File: src/rtl/muldiv_pkg.sv
// Shared definitions for the iterative multiply/divide sequencer: op encodings,
// FSM state type and the divide-by-zero LO value.
package muldiv_pkg;
  localparam int XLEN = 32;

  localparam logic [1:0] OP_MULT  = 2'b00;
  localparam logic [1:0] OP_MULTU = 2'b01;
  localparam logic [1:0] OP_DIV   = 2'b10;
  localparam logic [1:0] OP_DIVU  = 2'b11;

  typedef enum logic [1:0] {
    S_IDLE  = 2'd0,
    S_RUN   = 2'd1,
    S_FIXUP = 2'd2
  } state_t;

  localparam logic [XLEN-1:0] DIV0_LO = '1;
endpackage

File: src/rtl/muldiv_step.sv
// One iteration of the muldiv datapath: shift-add for multiply, restoring
// trial-subtract-shift for divide. Purely combinational.
module muldiv_step #(
  parameter int WIDTH = 32
) (
  input  logic             isDiv,
  input  logic [WIDTH-1:0] acc,
  input  logic [WIDTH-1:0] low,
  input  logic [WIDTH-1:0] operand,
  output logic [WIDTH-1:0] accNext,
  output logic [WIDTH-1:0] lowNext
);
  logic [WIDTH:0] sum;
  logic [WIDTH:0] shifted;
  logic [WIDTH:0] trial;

  always_comb begin
    sum     = {1'b0, acc} + (low[0] ? {1'b0, operand} : '0);
    shifted = {acc, low[WIDTH-1]};
    trial   = shifted - {1'b0, operand};
    accNext = sum[WIDTH:1];
    lowNext = {sum[0], low[WIDTH-1:1]};
    if (isDiv) begin
      // Remainder is always below the divisor, so WIDTH+1 bits never overflow.
      if (!trial[WIDTH]) begin
        accNext = trial[WIDTH-1:0];
        lowNext = {low[WIDTH-2:0], 1'b1};
      end else begin
        accNext = shifted[WIDTH-1:0];
        lowNext = {low[WIDTH-2:0], 1'b0};
      end
    end
  end
endmodule

File: src/rtl/muldiv_sequencer.sv
// Multi-cycle MULT/MULTU/DIV/DIVU controller owning HI/LO.
// Optional MULDIV_FAST_MUL_EN: multiplies bypass RUN with a one-cycle product.
module muldiv_sequencer
  import muldiv_pkg::*;
#(
  parameter int WIDTH = XLEN
) (
  input  logic             i_clk,
  input  logic             i_rst_n,
  input  logic             i_start,
  input  logic [1:0]       i_op,
  input  logic [WIDTH-1:0] i_srcA,
  input  logic [WIDTH-1:0] i_srcB,
  input  logic             i_cancel,
  input  logic             i_mthi,
  input  logic             i_mtlo,
  input  logic [WIDTH-1:0] i_wdata,
  input  logic             i_hilo_rdD,
  output logic             o_busy,
  output logic             o_stall_req,
  output logic             o_done,
  output logic             o_div_by_zero,
  output logic [WIDTH-1:0] o_hi,
  output logic [WIDTH-1:0] o_lo,
  output logic [1:0]       o_dbgState
);
  localparam int CW = $clog2(WIDTH + 1);

  state_t           state, stateNext;
  logic [CW-1:0]    count;
  logic [WIDTH-1:0] acc, low, opnd, stepAcc, stepLow;
  logic             isDivReg, negRes, negRem, divZero;
  logic [WIDTH-1:0] hiReg, loReg;
  logic             busy, done, dbz;

  logic             startOk, fastMul, fixWrite;
  logic             signedOp, aNeg, bNeg;
  logic [WIDTH-1:0] aMag, bMag, fixHi, fixLo;
  logic [2*WIDTH-1:0] prodMag, prodFix;

  // Handshake: i_start is taken only in IDLE and only without i_cancel; there
  // is no ready, the hazard logic stalls on o_stall_req instead.
  assign startOk  = (state == S_IDLE) && i_start && !i_cancel;
  assign fixWrite = (state == S_FIXUP) && !i_cancel;
  assign signedOp = ~i_op[0];
  assign aNeg     = signedOp & i_srcA[WIDTH-1];
  assign bNeg     = signedOp & i_srcB[WIDTH-1];
  assign aMag     = aNeg ? -i_srcA : i_srcA;
  assign bMag     = bNeg ? -i_srcB : i_srcB;

`ifdef MULDIV_FAST_MUL_EN
  logic [2*WIDTH-1:0] fastProd;
  assign fastMul  = ~i_op[1];
  assign fastProd = {{WIDTH{1'b0}}, aMag} * {{WIDTH{1'b0}}, bMag};
`else
  assign fastMul = 1'b0;
`endif

  muldiv_step #(.WIDTH(WIDTH)) u_step (
    .isDiv   (isDivReg),
    .acc     (acc),
    .low     (low),
    .operand (opnd),
    .accNext (stepAcc),
    .lowNext (stepLow)
  );

  always_comb begin
    stateNext = state;
    case (state)
      S_IDLE:  if (startOk) stateNext = fastMul ? S_FIXUP : S_RUN;
      S_RUN:   if (count == CW'(1)) stateNext = S_FIXUP;
      S_FIXUP: stateNext = S_IDLE;
      default: stateNext = S_IDLE;
    endcase
    if (i_cancel) stateNext = S_IDLE;
  end

  always_comb begin
    prodMag = {acc, low};
    prodFix = negRes ? -prodMag : prodMag;
    fixHi   = prodFix[2*WIDTH-1:WIDTH];
    fixLo   = prodFix[WIDTH-1:0];
    if (isDivReg) begin
      // On divide by zero the dividend magnitude was frozen in low.
      if (divZero) begin
        fixHi = negRem ? -low : low;
        fixLo = WIDTH'(DIV0_LO);
      end else begin
        fixHi = negRem ? -acc : acc;
        fixLo = negRes ? -low : low;
      end
    end
  end

  always_ff @(posedge i_clk or negedge i_rst_n) begin
    if (!i_rst_n) begin
      state    <= S_IDLE;
      count    <= '0;
      acc      <= '0;
      low      <= '0;
      opnd     <= '0;
      isDivReg <= 1'b0;
      negRes   <= 1'b0;
      negRem   <= 1'b0;
      divZero  <= 1'b0;
      hiReg    <= '0;
      loReg    <= '0;
      busy     <= 1'b0;
      done     <= 1'b0;
      dbz      <= 1'b0;
    end else begin
      state <= stateNext;
      busy  <= (stateNext != S_IDLE);
      done  <= fixWrite;
      dbz   <= fixWrite & isDivReg & divZero;
      if (startOk) begin
        isDivReg <= i_op[1];
        negRes   <= aNeg ^ bNeg;
        negRem   <= aNeg;
        divZero  <= i_op[1] && (i_srcB == '0);
        count    <= CW'(WIDTH);
        acc      <= '0;
        low      <= i_op[1] ? aMag : bMag;
        opnd     <= i_op[1] ? bMag : aMag;
`ifdef MULDIV_FAST_MUL_EN
        if (fastMul) {acc, low} <= fastProd;
`endif
      end else if (state == S_RUN) begin
        count <= count - CW'(1);
        if (!divZero) begin
          acc <= stepAcc;
          low <= stepLow;
        end
      end
      if (fixWrite) begin
        hiReg <= fixHi;
        loReg <= fixLo;
      end else if (state == S_IDLE) begin
        if (i_mthi) hiReg <= i_wdata;
        if (i_mtlo) loReg <= i_wdata;
      end
    end
  end

  assign o_busy        = busy;
  assign o_stall_req   = busy & i_hilo_rdD;
  assign o_done        = done;
  assign o_div_by_zero = dbz;
  assign o_hi          = hiReg;
  assign o_lo          = loReg;
  assign o_dbgState    = state;
endmodule

File: config.mk
export PLATFORM = sky130hd
export DESIGN_NAME = muldiv_sequencer
export DESIGN_NICKNAME = d
export VERILOG_FILES = /design/src/rtl/muldiv_pkg.sv /design/src/rtl/muldiv_step.sv /design/src/rtl/muldiv_sequencer.sv
export SDC_FILE = /design/constraint.sdc
export NUM_CORES = 1
export LEC_CHECK = 0
export CAP_MARGIN = 25
export CORE_ASPECT_RATIO = 1.2
export CORE_UTILIZATION = 45
export CTS_CLUSTER_DIAMETER = 120
export DETAILED_ROUTE_END_ITERATION = 7
export GPL_ROUTABILITY_DRIVEN = 0
export PLACE_DENSITY = 0.7
export SETUP_SLACK_MARGIN = 0.2
export SLEW_MARGIN = 20
export SYNTH_ARGS = -nofsm -noshare
export SYNTH_HDL_FRONTEND = slang
export SYNTH_SLANG_ARGS = --single-unit
File: constraint.sdc
create_clock -name i_clk -period 5.1 [get_ports i_clk]
set_input_delay 1.02 -clock i_clk [delete_from_list [all_inputs] [get_ports i_clk]]
set_output_delay 1.02 -clock i_clk [all_outputs]
set_load 0.02 [all_outputs]
==> impl_metrics.env <==
export IMPL_row_count=76
export IMPL_synth_top_family_by_area="compound AO/OA/AOI/OAI gates"
export IMPL_nets=2399
export IMPL_synth_simple_area_share_pct=20.08
export IMPL_vdd_drop_max_v=0.0003192
export IMPL_p_leak_nw=7.625
export IMPL_hold_viol_final=0
export IMPL_post_route_period_util_pct=82.22
export IMPL_synth_fa_ha_area_share_pct=5.533
export IMPL_cts_setup_buffers=0
export IMPL_synth_main_ff_cell="dfrtp_1"
export IMPL_dieArea_um2=37560
export IMPL_insertion_delay_ps=460
export IMPL_synth_top_area_cell="dfrtp_1"
export IMPL_cellPowerDensity_nw_per_um2=499.8
export IMPL_drt_vias_per_instance=6.280
export IMPL_totalWireLength_mm=59.39
export IMPL_firstDrtPassIters=7
export IMPL_dieWidth_um=177.1
export IMPL_cts_root_buf="clkbuf_16"
export IMPL_critPathMaxFanout=10
export IMPL_worstPathRequired_ps=5420
export IMPL_fillers=3416
export IMPL_avgSynthCellArea_um2=7.628
export IMPL_synth_async_reset_ratio_pct=100.0
export IMPL_grt_pass1_vias=15980
export IMPL_final_cell_mix="nand2_1, o21ai_0, nor2_1"
export IMPL_grt_usage_pct=31.70
export IMPL_place_port_buffers=174
export IMPL_fmax_mhz=238.5
export IMPL_core_area_um2=36040
export IMPL_start_kind="register"
export IMPL_crit_chain="inv_1, ha_1, fa_1, nand2b_1, a21oi_1, o21ai_0, o21ai_0, buf_4, a21o_1, o31ai_1, nor2_2, buf_6, a41o_1, a2111oi_0"
export IMPL_cts_resized=0
export IMPL_register_area_um2=4385
export IMPL_final_common_cell="nand2_1"
export IMPL_num_vias=16980
export IMPL_skew_ps=21.36
export IMPL_cts_sinks=175
export IMPL_drv_cap=0
export IMPL_synth_nets=2347
export IMPL_yosys_warnings=0
export IMPL_synth_edf_count=0
export IMPL_criticalPathCategory="register to register"
export IMPL_synth_xor_area_share_pct=11.85
export IMPL_clkTransAtPathRegs_ps=70
export IMPL_critical_path_arrival_ps=4520
export IMPL_timing_rr_start="low[31]"
export IMPL_ys_seq_area_share_pct=26.46
export IMPL_critPathMaxStageDelay_ps=800
export IMPL_synth_compound_area_share_pct=25.62
export IMPL_finalNonFillerCells=2703
export IMPL_synth_area_top_cells="dfrtp_1, xnor2_1, o21ai_0"
export IMPL_setup_tns_ps=0
export IMPL_crit_path_end_kind="register"
export IMPL_dp_hpwl_mm=45.17
export IMPL_syn_instance_count=2170
export IMPL_cts_tree="built"
export IMPL_antenna_left=0
export IMPL_pre_cts_slack_ps=776.0
export IMPL_hold_ws_ps=478.8
export IMPL_finalSetupViolations=0
export IMPL_n_antenna_cell=0
export IMPL_finalCriticalPeriod_ps=4193
export IMPL_start_util_pct=45.93
export IMPL_cp_common_cell="o21ai_0"
export IMPL_clockBufferDepth=2
export IMPL_muxShareOfSynthArea_pct=3.644
export IMPL_status="finished clean"
export IMPL_cts_htree_levels=4
export IMPL_hp_start="o_hi[9]"
export IMPL_drtIter0Drc=1901
export IMPL_worst_pin_slew_ps=941.6
export IMPL_grt_pass1_wl_mm=91.72
export IMPL_post_route_drc_count=0
export IMPL_dieHeight_um=212.1
export IMPL_slew_headroom_pct=36.69
export IMPL_hold_path_class="register to register"
export IMPL_setup_slack_ps=906.5
export IMPL_synth_seq_cells=175
export IMPL_io_pins=175
export IMPL_dp_cells=2669
export IMPL_antenna_found_initial=0
export IMPL_fin_util_pct=52.59
export IMPL_slew_violations=0
export IMPL_cpMaxStageDelayCell="o31ai_1"
export IMPL_routedWlPerCell_um=21.97
export IMPL_netlist_area_leader_share_pct=26.46
export IMPL_syn_area_um2=16550
export IMPL_cts_made_buffers=17
export IMPL_rsz0062_at_grt="false"
export IMPL_critPathLaunch="low[31]"
export IMPL_syn_to_final_growth_pct=14.51
export IMPL_yosysUniqueCellTypes=77
export IMPL_grt_max_degree=86
export IMPL_cts_hold_buf=0
export IMPL_multi_input_area_um2=11060
export IMPL_drive_gt1_share_pct=5.324
export IMPL_overflow=0
==> sequential cells by signal, summed over array words and instances (netlist names) <==
name / count
negRes: 1
count: 6
o_busy: 1
o_hi: 32
o_done: 1
o_div_by_zero: 1
low: 32
o_dbgState: 2
negRem: 1
divZero: 1
acc: 32
o_lo: 32
opnd: 32
isDivReg: 1
==> through the flow <==
stage / area (um^2) / total power, mW
after global placement: 18320 / 7.803
after detailed placement: 18320 / 7.919
after CTS: 18930 / 9.294
after floorplan: 16550 / 6.299
final: 18950 / 9.473
after global routing: 18950 / 10.07
==> power breakdown <==
group          internal (mW)  switching [mW]
sequential              1.73           0.659
combinational           2.31            3.41
clock                  0.667           0.701
==> path summary, 6_finish.rpt <==
path / slack [ps] / cells after the start / endpoint
max: 910 / 14 / acc[30]
min: 480 / 2 / o_hi[9]
max reg2reg: 910 / 14 / acc[30]
min reg2reg: 480 / 2 / o_hi[9]
max in group asynchronous: 3280 / 2 / o_lo[21]
min in group asynchronous: 610 / 1 / o_lo[7]
==> cell families after synthesis <==
kind of cell             after synthesis
multiplexers                          59
flip-flops                           175
AO/OA/AOI/OAI                        678
XOR/XNOR                             224
buffers and inverters                248
adder cells (fa/ha/maj)               72
AND/OR/NAND/NOR                      714
==> final cells by class <==
cell class                      instances  share of cell area, %
Sequential cell                       175                  23.14
Clock inverter                         15                 0.9770
Timing Repair Buffer                  216                  10.89
Tap cell                              468                  3.089
Multi-Input combinational cell       1747                  58.37
Inverter                               65                  1.287
Clock buffer                           17                  2.244
==> synthesized netlist by cell type (7+ instances only) <==
| cell type | count |
|---|---|
| nand2_1 | 266 |
| o21ai_0 | 212 |
| nor2_1 | 181 |
| dfrtp_1 | 175 |
| a21oi_1 | 157 |
| xnor2_1 | 143 |
| clkbuf_1 | 141 |
| xor2_1 | 81 |
| ha_1 | 70 |
| inv_1 | 65 |
| mux2i_1 | 58 |
| nand3_1 | 54 |
| o211ai_1 | 44 |
| nor3_1 | 43 |
| o22ai_1 | 42 |
| o31ai_1 | 38 |
| o221ai_1 | 33 |
| or3_1 | 33 |
| a21o_1 | 28 |
| nand2b_1 | 19 |
| or4_1 | 18 |
| a211oi_1 | 17 |
| a22oi_1 | 16 |
| buf_1 | 16 |
| nor4_1 | 16 |
| a31oi_1 | 14 |
| clkbuf_8 | 14 |
| nor2b_1 | 13 |
| nand4_1 | 12 |
| o21a_1 | 12 |
| and2_1 | 10 |
| or2_2 | 9 |
| and3_1 | 7 |
==> worst max-delay path: cells and delay by family (launching register included) <==
| kind | cells | cell delay, ps |
|---|---|---|
| simple gates | 2 | 470 |
| fa+ha+maj | 2 | 420 |
| flops | 1 | 480 |
| compound gates | 7 | 2150 |
| buf+inv | 3 | 550 |
==> layer usage <==
metal | vias to the layer above | wire, um | GRT usage [%]
met2 | 907 | 27730 | 52.49
met5 | - | 0 | 0
met1 | 7999 | 23270 | 39.26
li1 | 7886 | - | -
met3 | 184 | 4969 | 4.971
met4 | 0 | 3410 | 17.27
Note: power is estimated with default switching activity, not from simulation.
